File: src/rtl/video_pkg.sv
// -----------------------------------------------------------------------------
// video_pkg
//   Shared definitions for the video timing generator: default 1024x768@60
//   timing constants, derived totals, coordinate widths, the bundle of
//   registered timing outputs and small helpers for sync polarity and idle
//   values.
// -----------------------------------------------------------------------------
package video_pkg;

    // Horizontal timing, in pixels.
    localparam int H_ACTIVE_DEF = 1024;
    localparam int H_FP_DEF     = 24;
    localparam int H_SYNC_DEF   = 136;
    localparam int H_BP_DEF     = 160;
    localparam int H_TOTAL_DEF  = H_ACTIVE_DEF + H_FP_DEF + H_SYNC_DEF + H_BP_DEF;

    // Vertical timing, in lines.
    localparam int V_ACTIVE_DEF = 768;
    localparam int V_FP_DEF     = 3;
    localparam int V_SYNC_DEF   = 6;
    localparam int V_BP_DEF     = 29;
    localparam int V_TOTAL_DEF  = V_ACTIVE_DEF + V_FP_DEF + V_SYNC_DEF + V_BP_DEF;

    // Counter / coordinate widths: wide enough for the full totals (11 and 10).
    localparam int X_W = $clog2(H_TOTAL_DEF);
    localparam int Y_W = $clog2(V_TOTAL_DEF);

    // Distance ahead of the next line at which a line fetch is requested.
    localparam int PREFETCH_DEF = 64;

    // Everything the generator presents on its outputs, registered as one word.
    typedef struct packed {
        logic           hsync;
        logic           vsync;
        logic           de;
        logic           line_start;
        logic           frame_start;
        logic [X_W-1:0] x;
        logic [Y_W-1:0] y;
    } timing_t;

    // Pin level for a sync pulse: active-low parts simply invert.
    function automatic logic sync_level(input logic active, input logic neg);
        return active ^ neg;
    endfunction

    // Output word while held idle: syncs at their inactive level, all else 0.
    function automatic timing_t idle_timing(input logic neg);
        timing_t t;
        t       = '0;
        t.hsync = sync_level(1'b0, neg);
        t.vsync = sync_level(1'b0, neg);
        return t;
    endfunction

endpackage

File: src/rtl/video_timing.sv
// -----------------------------------------------------------------------------
// video_timing
//   Raster timing generator. Two counters (h_cnt pixels, v_cnt lines) sweep
//   the full frame while en is high; every output is registered from the
//   counter state, so outputs lag the counters by exactly one clock.
//
//   Parameters : H_ACTIVE/H_FP/H_SYNC/H_BP (pixels), V_ACTIVE/V_FP/V_SYNC/V_BP
//                (lines), SYNC_NEG (1 = active-low syncs), PREFETCH (optional).
//   Ports      : clk_pix      pixel clock
//                rst_n        asynchronous active-low reset
//                en           run enable (PLL locked); low = restart and idle
//                hsync/vsync  sync pulses at the configured polarity
//                de           data enable, active area only
//                x, y         active pixel coordinates, 0 outside active area
//                line_start   one-cycle pulse at pixel 0 of every line
//                frame_start  one-cycle pulse at pixel 0 of line 0
//                fetch_req    (optional) one-cycle request for the next line
//                fetch_y      (optional) line number being requested
//
//   Optional feature: define VIDEO_TIMING_PREFETCH_EN to add the PREFETCH
//   parameter and the fetch_req/fetch_y outputs. Without it, the default
//   build has neither the ports nor the logic.
// -----------------------------------------------------------------------------
module video_timing
    import video_pkg::*;
#(
    parameter int H_ACTIVE = H_ACTIVE_DEF,
    parameter int H_FP     = H_FP_DEF,
    parameter int H_SYNC   = H_SYNC_DEF,
    parameter int H_BP     = H_BP_DEF,
    parameter int V_ACTIVE = V_ACTIVE_DEF,
    parameter int V_FP     = V_FP_DEF,
    parameter int V_SYNC   = V_SYNC_DEF,
    parameter int V_BP     = V_BP_DEF,
    parameter int SYNC_NEG = 1
`ifdef VIDEO_TIMING_PREFETCH_EN
    ,
    parameter int PREFETCH = PREFETCH_DEF
`endif
) (
    input  logic           clk_pix,
    input  logic           rst_n,
    input  logic           en,
    output logic           hsync,
    output logic           vsync,
    output logic           de,
    output logic [X_W-1:0] x,
    output logic [Y_W-1:0] y,
    output logic           line_start,
    output logic           frame_start
`ifdef VIDEO_TIMING_PREFETCH_EN
    ,
    output logic           fetch_req,
    output logic [Y_W-1:0] fetch_y
`endif
);

    localparam int H_TOTAL = H_ACTIVE + H_FP + H_SYNC + H_BP;
    localparam int V_TOTAL = V_ACTIVE + V_FP + V_SYNC + V_BP;

    localparam logic SYNC_NEG_L = (SYNC_NEG != 0);

    // Comparison points sized to the counters so every compare is same-width.
    localparam logic [X_W-1:0] H_ACT_END  = X_W'(H_ACTIVE);
    localparam logic [X_W-1:0] H_SYNC_BEG = X_W'(H_ACTIVE + H_FP);
    localparam logic [X_W-1:0] H_SYNC_END = X_W'(H_ACTIVE + H_FP + H_SYNC - 1);
    localparam logic [X_W-1:0] H_LAST     = X_W'(H_TOTAL - 1);
    localparam logic [Y_W-1:0] V_ACT_END  = Y_W'(V_ACTIVE);
    localparam logic [Y_W-1:0] V_SYNC_BEG = Y_W'(V_ACTIVE + V_FP);
    localparam logic [Y_W-1:0] V_SYNC_END = Y_W'(V_ACTIVE + V_FP + V_SYNC - 1);
    localparam logic [Y_W-1:0] V_LAST     = Y_W'(V_TOTAL - 1);

    localparam timing_t IDLE = idle_timing(SYNC_NEG_L);

    // -------------------------------------------------------------------------
    // Counter state
    // -------------------------------------------------------------------------
    logic [X_W-1:0] h_cnt;
    logic [Y_W-1:0] v_cnt;
    // run is low on the first en=1 edge: that edge establishes state (0,0)
    // without advancing, so the (0,0) outputs show up one clock later.
    logic           run;

    logic           h_last;
    logic           v_last;
    logic [Y_W-1:0] v_next;   // line that follows the current one, with wrap
    logic           h_act;
    logic           v_act;
    logic           h_in_sync;
    logic           v_in_sync;

    assign h_last    = (h_cnt == H_LAST);
    assign v_last    = (v_cnt == V_LAST);
    assign v_next    = v_last ? '0 : v_cnt + Y_W'(1);
    assign h_act     = (h_cnt < H_ACT_END);
    assign v_act     = (v_cnt < V_ACT_END);
    assign h_in_sync = (h_cnt >= H_SYNC_BEG) && (h_cnt <= H_SYNC_END);
    // vsync depends only on v_cnt, so it spans whole lines aligned to line_start.
    assign v_in_sync = (v_cnt >= V_SYNC_BEG) && (v_cnt <= V_SYNC_END);

    // -------------------------------------------------------------------------
    // Output decode of the current counter state
    // -------------------------------------------------------------------------
    timing_t nxt;

    always_comb begin
        // NOTE: give every field a value before any condition so no path
        // through this block leaves a bit unassigned (that would infer a latch).
        nxt             = IDLE;
        nxt.de          = h_act && v_act;
        nxt.x           = nxt.de ? h_cnt : '0;
        nxt.y           = nxt.de ? v_cnt : '0;
        nxt.hsync       = sync_level(h_in_sync, SYNC_NEG_L);
        nxt.vsync       = sync_level(v_in_sync, SYNC_NEG_L);
        nxt.line_start  = (h_cnt == '0);
        nxt.frame_start = (h_cnt == '0) && (v_cnt == '0);
    end

    // -------------------------------------------------------------------------
    // Counters and registered outputs
    // -------------------------------------------------------------------------
    timing_t out_q;

    // NOTE: clocked state uses non-blocking assignments so every register
    // samples the pre-edge values of the others, independent of statement order.
    always_ff @(posedge clk_pix or negedge rst_n) begin
        if (!rst_n) begin
            h_cnt <= '0;
            v_cnt <= '0;
            run   <= 1'b0;
            out_q <= IDLE;
        end else if (!en) begin
            // Dropping en abandons the frame; restart is always from (0,0).
            h_cnt <= '0;
            v_cnt <= '0;
            run   <= 1'b0;
            out_q <= IDLE;
        end else begin
            run   <= 1'b1;
            out_q <= run ? nxt : IDLE;
            if (run) begin
                if (h_last) begin
                    h_cnt <= '0;
                    v_cnt <= v_next;
                end else begin
                    h_cnt <= h_cnt + X_W'(1);
                end
            end
        end
    end

    assign hsync       = out_q.hsync;
    assign vsync       = out_q.vsync;
    assign de          = out_q.de;
    assign x           = out_q.x;
    assign y           = out_q.y;
    assign line_start  = out_q.line_start;
    assign frame_start = out_q.frame_start;

`ifdef VIDEO_TIMING_PREFETCH_EN
    // -------------------------------------------------------------------------
    // Line prefetch: request the upcoming line PREFETCH pixels before its
    // line_start, but only when that line is an active one.
    // -------------------------------------------------------------------------
    localparam logic [X_W-1:0] H_FETCH = X_W'(H_TOTAL - PREFETCH);

    logic           fetch_hit;
    logic           fetch_req_q;
    logic [Y_W-1:0] fetch_y_q;

    assign fetch_hit = (h_cnt == H_FETCH) && (v_next < V_ACT_END);

    always_ff @(posedge clk_pix or negedge rst_n) begin
        if (!rst_n) begin
            fetch_req_q <= 1'b0;
            fetch_y_q   <= '0;
        end else if (!en) begin
            fetch_req_q <= 1'b0;
            fetch_y_q   <= '0;
        end else begin
            fetch_req_q <= run && fetch_hit;
            fetch_y_q   <= (run && fetch_hit) ? v_next : '0;
        end
    end

    assign fetch_req = fetch_req_q;
    assign fetch_y   = fetch_y_q;
`endif

endmodule
File: config.mk
export PLATFORM = sky130hd
export DESIGN_NAME = video_timing
export DESIGN_NICKNAME = d
export VERILOG_FILES = /design/src/rtl/video_pkg.sv /design/src/rtl/video_timing.sv
export SDC_FILE = /design/constraint.sdc
export NUM_CORES = 1
export LEC_CHECK = 0
export BUFFER_PORTS_ARGS = -buffer_cell sky130_fd_sc_hd__buf_4
export CAP_MARGIN = 10
export CELL_PAD_IN_SITES_DETAIL_PLACEMENT = 0
export CELL_PAD_IN_SITES_GLOBAL_PLACEMENT = 1
export CORE_MARGIN = 3
export CORE_UTILIZATION = 45
export DETAILED_ROUTE_END_ITERATION = 7
export MAX_ROUTING_LAYER = met4
export PLACE_DENSITY_LB_ADDON = 0.08
export SYNTH_ARGS = -nofsm -noshare
export SYNTH_HDL_FRONTEND = slang
export SYNTH_SLANG_ARGS = --single-unit
File: constraint.sdc
create_clock -name clk_pix -period 2.4 [get_ports clk_pix]
set_input_delay 0.36 -clock clk_pix [delete_from_list [all_inputs] [get_ports clk_pix]]
set_output_delay 0.36 -clock clk_pix [all_outputs]
set_load 0.03 [all_outputs]
Yosys cells after proc, flatten, opt, wreduce, memory -nomap -nowiden. Cells that the tools add are included.

Register bits: 48. Logic and storage cells: 43. Output and inout port bits: 26.

Equality and inequality tests: 4. Bitwise logic cells: 2. Mux-type cells: 12. $lt $le $gt $ge: 6. Reduce and logical (&&, ||, !) cells: 7. Add/subtract/negate cells: 2.

Operators by type and width (number): $mux 26 (2); $mux 10 (5); $mux 11 (4); $add 11x1->11 const B (1); $eq 11x11->1 const B (1); $ge 11x11->1 const B (1); $le 11x11->1 const B (1); $logic_not 11->1 (1); $lt 11x11->1 const B (1); $add 10x1->10 const B (1); $eq 10x10->1 const B (1); $ge 10x10->1 const B (1); $le 10x10->1 const B (1); $logic_not 10->1 (1); $lt 10x10->1 const B (1); $logic_and 1x1->1 (4); $ne 2x1->1 const B (2); $not 1->1 (2); $reduce_and 2->1 (1); $mux 1 (1).

Longest topological paths before layout. Gate-level depths: netlist (run 1).

Word-level depth: 5. Mapped depth: 7.

Worst setup path after synthesis (run 1). No wires, ideal clock.

Kind: flip-flop to flip-flop. Start point: reg h_cnt[6]. End point: reg v_cnt[4]. Path buffers: 2. Data required time: 2267 ps. Setup time: 133 ps. Slack: 428 ps. Stages on the path, launching flop included: 7. Arrival time: 1838 ps. Cells stage by stage: dfrtp_1 -> buf_6 -> or4b_4 -> or3_1 -> buf_6 -> o311ai_2 -> o31ai_1.

Cells in the longest elaborated chain, start to end: 3.

Ends and longest elaborated chain: from (decl) (line video_timing.sv:78) `logic [X_W-1:0] h_cnt;`; from (signal assigned) (line video_timing.sv:146) `h_cnt <= h_cnt + X_W'(1);`; $eq 11x11->1 (line video_timing.sv:92) `assign h_last = (h_cnt == H_LAST);`; $ne 2x1->1 (no line); $reduce_and 2->1 (no line); to (signal assigned) (line video_timing.sv:144) `v_cnt <= v_next;`; to (decl) (line video_timing.sv:79) `logic [Y_W-1:0] v_cnt;`.

Every way passes these cells. A chain may end at the register's enable or synchronous reset.

Worst setup path in the final report (run 1).
Start point: reg h_cnt[7]. End point: reg v_cnt[4].

The elaborated chain is that of the path after synthesis.

==> impl_metrics.toml, run 1 <==
[drt]
final_antenna_net_count = 0
drt_iter0_markers = 127
drc = 0
dr.pass1.iters = 4
vias = 1589
wl_per_cell_um = 14.8
via_per_inst = 5.33
wl_mm = 4.40

[timing]
drv_slew = 0
setup_viol = 0
worst_pin_slew_ns = 0.589
holdWs_ns = 0.0564
finalHoldViolCount = 0
worst_slack_ns = 0.304
tns_ns = 0
fmax_ghz = 0.477
final.setup_skew_ns = 0.0119
timing.final.crit_share_pct = 87.3
slew_headroom_pct = 60.8
rsz0062_at_grt = "false"
min_period_ns = 2.10

[placement]
gp_congestion = 0.885
dp_hpwl_mm = 3.14
portBuffers = 28
dpl.cell_count = 290
post-place-ws_ns = 0.323

[synth]
synth.top_cells.by_area = "dfrtp_1 (51%), and2_1 (5.3%), ha_1 (2.8%)"
syn_area_um2 = 2250
ys.warnings.count = 0
synthArstFlopShare_pct = 100
synth_enable_flop_cells = 0
synth_top_area_cell = "dfrtp_1"
synth_cell_type_count = 51
synth_nets = 210
avgSynthCellArea_um2 = 11.1
netlist.area_leader.share_pct = 51.2
synth_ff_type = "dfrtp_1"
yosysSeqAreaShare_pct = 53.5
syn_inst = 202
yosys_register_bits = 48

[power_and_ir_drop]
p_total_mw = 1.53
combinationalPowerShare_pct = 5.1
swShare_pct = 21.3
vdd_ir_drop_max_uv = 238
power.density_nw_per_um2 = 588
p_int_mw = 1.21
pwr-share-seq_pct = 53.7
clockPowerShare_pct = 41.2
p_leak_nw = 1.20
p_sw_mw = 0.327

[critical_path]
cp-start-kind = "flop"
reg2reg_to = "v_cnt[4]"
r2r_setup_slack_ns = 0.30
cp.required_ns = 2.59
r2r_start = "h_cnt[7]"
worst_ep_arrival_time_ns = 2.28
r2r_cells = 4
worstSetupPathType = "reg2reg"
crit_fanout = 8
critPathCaptureType = "flop"

[floorplanning]
ios = 29
start_util_pct = 47.0
die_area_um2 = 5880
core_um2 = 4790
die_h_um = 76.7
die_width_um = 76.7
rows = 25

[clock_network]
hold_buffers = 0
cts_max_level = 2
cts.clk_slew.worst_paths_ns = 0.09
cts_buffer_depth = 2
post_cts_resized = 0
cts_buffers = 5
cts.sinks = 48
cts_tree = "yes"
cts_root_buf = "clkbuf_8"
post_cts_buffers = 0
clk_latency_ns = 0.30

[cells_and_area]
drive_gt1_share_pct = 22.1
fin_cells = 298
finalNetCount = 238
insertedDiodeCount = 0
areaGrowthSynthToFinish_pct = 16.0

[global_route]
antenna_found_initial = 0
grt-ovfl-total = 0
first_global_vias = 1569
grt_pass1_wl_mm = 7.83
grt_max_degree = 49
grtUsageTotal_pct = 17.0

[job]
maxCapViolCount = 0

[run_status]
run_status = "finished clean"

[worst_hold_path]
min_path_type = "in2async"
## layout by cell type, fill, tap and decap left out, types with 2 or more instances in the layout
cell	count
dfrtp_1	46
buf_4	32
and2_1	19
nand2_1	12
nand3_1	11
nor2_1	11
inv_1	10
nand4_1	8
clkbuf_8	7
nor4_1	6
a31oi_1	6
o31ai_1	5
nor3_1	5
ha_1	5
xor2_1	4
xnor2_1	4
and4_1	3
mux2i_1	3
or3_1	2
o311ai_2	2
o21ai_1	2
dfstp_2	2
## cell usage after synthesis, types with 2 or more instances
| cell | number |
|---|---|
| a31oi_1 | 6 |
| mux2i_1 | 3 |
| xor2_1 | 4 |
| nor4_1 | 6 |
| nor2_1 | 11 |
| or3_1 | 2 |
| clkbuf_2 | 3 |
| xnor2_1 | 4 |
| o311ai_2 | 2 |
| dfstp_2 | 2 |
| nor3_1 | 5 |
| nand3_1 | 11 |
| o31ai_1 | 5 |
| nand2_1 | 12 |
| nand4_1 | 8 |
| and2_1 | 19 |
| dfrtp_1 | 46 |
| o21ai_1 | 2 |
| buf_6 | 4 |
| and4_1 | 3 |
| ha_1 | 5 |
| inv_1 | 10 |
## routing by layer
metal | part of all wire, % | global-route usage (%) | up-vias | wire (um)
li1 | - | - | 773 | -
met1 | 49 | 24.4 | 758 | 2160
met2 | 44 | 24.0 | 52 | 1930
met3 | 5.8 | 3.76 | 6 | 255
met4 | 1.3 | 5.62 | 0 | 57
met5 | 0 | - | - | 0
## per-stage QoR
stage / util [%] / instance area (um^2)
after floorplan: - / 2250
after global placement: 51.8 / 2480
after detailed placement: 51.8 / 2480
after CTS: 54.5 / 2610
after global routing: 54.5 / 2610
final: 54.5 / 2610
## critical path, cell delays in order (launching register included)
cell and delay (ns):
dfrtp_1 0.47, or4b_4 0.60, or3_1 0.51, o311ai_2 0.29, o31ai_1 0.11
## cells by family after synthesis
group | count (synthesis) | share of synthesized area (%)
AND/OR/NAND/NOR | 90 | 23.7
flip-flops | 48 | 53.5
AO/OA/AOI/OAI | 26 | 9.68
buffers and inverters | 21 | 5.73
XOR/XNOR | 8 | 3.12
adder cells (fa/ha/maj) | 5 | 2.78
multiplexers | 3 | 1.34
other | 1 | 0.167
## worst max-delay path by stage
stage,from,to,slack [ns],depth (start not counted)
6_report,h_cnt[7],v_cnt[4],0.30,4
5_1_grt,h_cnt[7],v_cnt[4],0.22,4
4_1_cts,h_cnt[7],v_cnt[4],0.31,4
3_5_place_dp,h_cnt[7],v_cnt[4],0.32,4
3_3_place_gp,h_cnt[7],v_cnt[4],0.37,4
2_1_floorplan,h_cnt[6],v_cnt[4],0.43,6
## power groups by stage
stage	registers, mW	logic, mW	clock network, mW
floorplan	0.849	0.0327	0
global placement	0.840	0.0795	0
detailed placement	0.841	0.0800	0
CTS	0.825	0.0803	0.641
global route	0.826	0.0891	0.677
finish	0.824	0.0784	0.632
## layout make-up
| class | instances | area, um^2 |
|---|---|---|
| Clock buffer | 7 | 96.3 |
| Clock inverter | 1 | 30.0 |
| Fill cell | 424 | 2180 |
| Inverter | 10 | 37.5 |
| Multi-Input combinational cell | 133 | 916 |
| Sequential cell | 48 | 1200 |
| Tap cell | 67 | 83.8 |
| Timing Repair Buffer | 32 | 240 |
## registers in the layout (all words and copies together), names as in the netlist
register and flops:
line_start 1, h_cnt 11, vsync 1, v_cnt 10
hsync 1, frame_start 1, y 10, de 1
x 11, run 1
Note: power is estimated with default switching activity, not from simulation.
==> run 2: changes to the inputs <==
- CORE_ASPECT_RATIO: unset -> 1.1
- clock period: 2.4 -> 2.2 ns (I/O delays scaled with it)
==> impl_metrics.toml, run 2 (same netlist as run 1, synthesis figures left out) <==
[global_route]
grtUsageTotal_pct = 17.4
antenna_found_initial = 0
grt_pass1_wl_mm = 7.67
first_global_vias = 1539
grt_max_degree = 49
grt-ovfl-total = 0

[clock_network]
cts_buffer_depth = 2
cts_tree = "yes"
clk_latency_ns = 0.30
post_cts_buffers = 0
cts_buffers = 5
cts_root_buf = "clkbuf_8"
hold_buffers = 0
cts.clk_slew.worst_paths_ns = 0.09
cts_max_level = 2
post_cts_resized = 0
cts.sinks = 48

[placement]
dp_hpwl_mm = 3.21
placed_area_um2 = 2500
gp_congestion = 0.827
portBuffers = 28
dpl.cell_count = 284

[critical_path]
r2r_cells = 4
cp-start-kind = "flop"
crit_fanout = 6
reg2reg_to = "v_cnt[7]"
cp.required_ns = 2.38
worstSetupPathType = "reg2reg"
worst_ep_arrival_time_ns = 2.20
critPathCaptureType = "flop"
r2r_start = "h_cnt[9]"
r2r_setup_slack_ns = 0.17

[run_status]
run_status = "finished clean"

[timing]
fmax_ghz = 0.493
timing.final.crit_share_pct = 92.1
finalHoldViolCount = 0
setup_viol = 0
rsz0062_at_grt = "false"
slew_headroom_pct = 59.8
min_period_ns = 2.03
worst_pin_slew_ns = 0.603
tns_ns = 0
drv_slew = 0
final.setup_skew_ns = 0.00996

[power_and_ir_drop]
vdd_ir_drop_max_uv = 361
power.density_nw_per_um2 = 630
p_leak_nw = 1.23

[cells_and_area]
finalNetCount = 243
final_common_cell = "dfrtp_1"
insertedDiodeCount = 0
drive_gt1_share_pct = 23.7
mostFrequentLayoutCells = "dfrtp_1 (46), buf_4 (37), and2_1 (19)"
areaGrowthSynthToFinish_pct = 16.8
final_area_um2 = 2630
fin_cells = 292

[drt]
vias = 1630
via_per_inst = 5.58
final_antenna_net_count = 0
dr.pass1.iters = 4
drc = 0
wl_per_cell_um = 15.6
drt_iter0_markers = 79
wl_mm = 4.55

[floorplanning]
ios = 29
die_h_um = 80.1
core_um2 = 4750
start_util_pct = 47.3
die_area_um2 = 5880
die_width_um = 73.4
rows = 26

[worst_hold_path]
min_path_type = "in2async"

[job]
maxCapViolCount = 0
run 2: cell count changes in the layout (fill, tap and decap cells not counted):
cell,change
clkbuf_8,-1
buf_4,+5
clkinv_4,+1
run 2: routing by layer:
metal  vias to the layer above  track usage, %  wire length (um)
met5                         -               -                 0
met4                         0            4.89                37
met3                         4            4.63               336
met2                        57            23.5              1960
met1                       784            25.7              2210
li1                        785               -                 -
run 2: how the worst max path moves through the flow:
stage | startpoint | to | cells after the start | slack, ns
floorplan | h_cnt[6] | v_cnt[4] | 6 | 0.23
finish | h_cnt[9] | v_cnt[7] | 4 | 0.17
global route | h_cnt[8] | v_cnt[4] | 4 | 0.08
detailed placement | h_cnt[9] | v_cnt[7] | 4 | 0.19
global placement | h_cnt[9] | v_cnt[4] | 4 | 0.25
CTS | h_cnt[9] | v_cnt[7] | 4 | 0.17
run 2: layout make-up:
cell class                 count  area, um^2
clock buffer                   6        82.6
inverter                      10        37.5
fill                         420        2120
sequential                    48        1200
clock inverter                 2        38.8
multi-input combinational    133         916
timing repair buffer          37         278
tap                           56        70.1
run 2: through the flow:
stage | setup WS (ns) | total power [mW] | util, % | hold WS, ns
6_report | 0.173 | 1.65 | 55.3 | 0.0363
5_1_grt | 0.0795 | 1.72 | 55.3 | 0.0721
4_1_cts | 0.172 | 1.67 | 55.3 | 0.0470
3_5_place_dp | 0.194 | 1.01 | 52.7 | 0.380
3_3_place_gp | 0.249 | 1.01 | 52.7 | 0.366
2_1_floorplan | 0.228 | 0.962 | - | 0.0344
run 2: power breakdown:
part	switching, mW	internal (mW)
Clock	0.292	0.372
Combinational	0.0653	0.0287
Sequential	0.00488	0.891
run 2: worst max-delay path, stage by stage (launching register included):
cell      delay, ns
dfrtp_1        0.46
or4b_4         0.54
or3_1          0.50
o311ai_2       0.29
o31ai_1        0.11
==> run 3: changes to the inputs <==
- CORE_ASPECT_RATIO: 1.1 -> 1.2
- GPL_ROUTABILITY_DRIVEN: unset -> 0
==> impl_metrics.toml, run 3 (same netlist as run 1, synthesis figures left out) <==
[run_status]
run_status = "finished clean"

[critical_path]
crit_fanout = 6
slowest_delay_ns = 0.53
worst_ep_arrival_time_ns = 2.17
slowest_stage = "or4b_4"
crit_path_cell_trace = "or4b_4 > or3_1 > o311ai_2 > o31ai_1"
critPathCaptureType = "flop"
cp-start-kind = "flop"
cp.required_ns = 2.38
r2r_setup_slack_ns = 0.21
worstSetupPathType = "reg2reg"

[cells_and_area]
drive_gt1_share_pct = 23.4
areaGrowthSynthToFinish_pct = 17.3
fin_cells = 293
regArea_um2 = 1200
final_common_cell = "dfrtp_1"
insertedDiodeCount = 0
nFillCells = 427
mostFrequentLayoutCells = "dfrtp_1 (46), buf_4 (36), and2_1 (19)"
finalNetCount = 242
finish.utilization_pct = 56.2
multi_input_area_um2 = 916
final_area_um2 = 2640

[clock_network]
post_cts_resized = 0
clk_latency_ns = 0.30
post_cts_buffers = 0
cts_max_level = 2
cts_buffer_depth = 2
cts.clk_slew.worst_paths_ns = 0.09
cts_tree = "yes"
hold_buffers = 0
cts.sinks = 48
cts_buffers = 5
cts_root_buf = "clkbuf_8"

[timing]
worst_pin_slew_ns = 0.588
final.setup_skew_ns = 0.0115
worst_slack_ns = 0.214
slew_headroom_pct = 60.8
setup_viol = 0
holdWs_ns = 0.0299
tns_ns = 0
drv_slew = 0
rsz0062_at_grt = "false"
fmax_ghz = 0.503
finalHoldViolCount = 0
timing.final.crit_share_pct = 90.3
min_period_ns = 1.99

[worst_hold_path]
min_path_type = "in2async"

[job]
maxCapViolCount = 0

[floorplanning]
ios = 29
core_um2 = 4700
start_util_pct = 47.9
rows = 27
die_width_um = 70.5
die_area_um2 = 5880
die_h_um = 83.4

[drt]
vias = 1671
via_per_inst = 5.70
drt_iter0_markers = 90
wl_per_cell_um = 16.8
dr.pass1.iters = 4
drc = 0
final_antenna_net_count = 0
wl_mm = 4.93

[global_route]
first_global_vias = 1770
grtUsageTotal_pct = 19.0
grt_pass1_wl_mm = 8.64
antenna_found_initial = 0
grt-ovfl-total = 0
grt_max_degree = 49

[placement]
dp_hpwl_mm = 3.60
dpl.cell_count = 285
portBuffers = 28
placed_area_um2 = 2500
post-place-ws_ns = 0.221

[power_and_ir_drop]
p_leak_nw = 1.23
vdd_ir_drop_max_uv = 422
power.density_nw_per_um2 = 660
p_total_mw = 1.74
[run 3: cell types whose count changed in the layout (fill, tap and decap cells not counted), sizes merged]
cell    change
buf         -1
clkbuf      -1
clkinv      -1
bufinv      +1
inv         +1
[run 3: power by group]
group / switching [mW] / internal, mW
logic: 0.0658 / 0.0273
registers: 0.00511 / 0.891
clock network: 0.295 / 0.457
total: 0.366 / 1.38
[run 3: final timing paths]
path / start / end / cells after the start
worst max-delay path: h_cnt[9] / v_cnt[4] / 4
worst min-delay path: rst_n / y[3] / 1
worst max register to register: h_cnt[9] / v_cnt[4] / 4
worst min register to register: v_cnt[8] / y[9] / 1
max in group asynchronous: rst_n / h_cnt[10] / 1
min in group clk_pix: en / run / 1
[run 3: worst max-delay path: cells and delay by family (launching register included)]
kind | cells | cell delay, ns
simple gates | 2 | 1.04
compound gates | 2 | 0.40
flops | 1 | 0.44
[run 3: final cells by class]
type                    count  share of cell area, %
clock buffers               5                   2.61
well taps                  58                   2.75
repair buffers             36                   10.2
flip-flops and latches     48                   45.6
clock inverters             3                   2.61
inverters                  10                   1.42
multi-input cells         133                   34.7
[run 3: per-layer routing]
metal / track usage [%] / vias up / wire (um)
met4: 8.71 / 0 / 118
met1: 20.5 / 835 / 1870
met2: 33.6 / 44 / 2770
li1: - / 779 / -
met5: - / - / 0
met3: 3.27 / 13 / 177
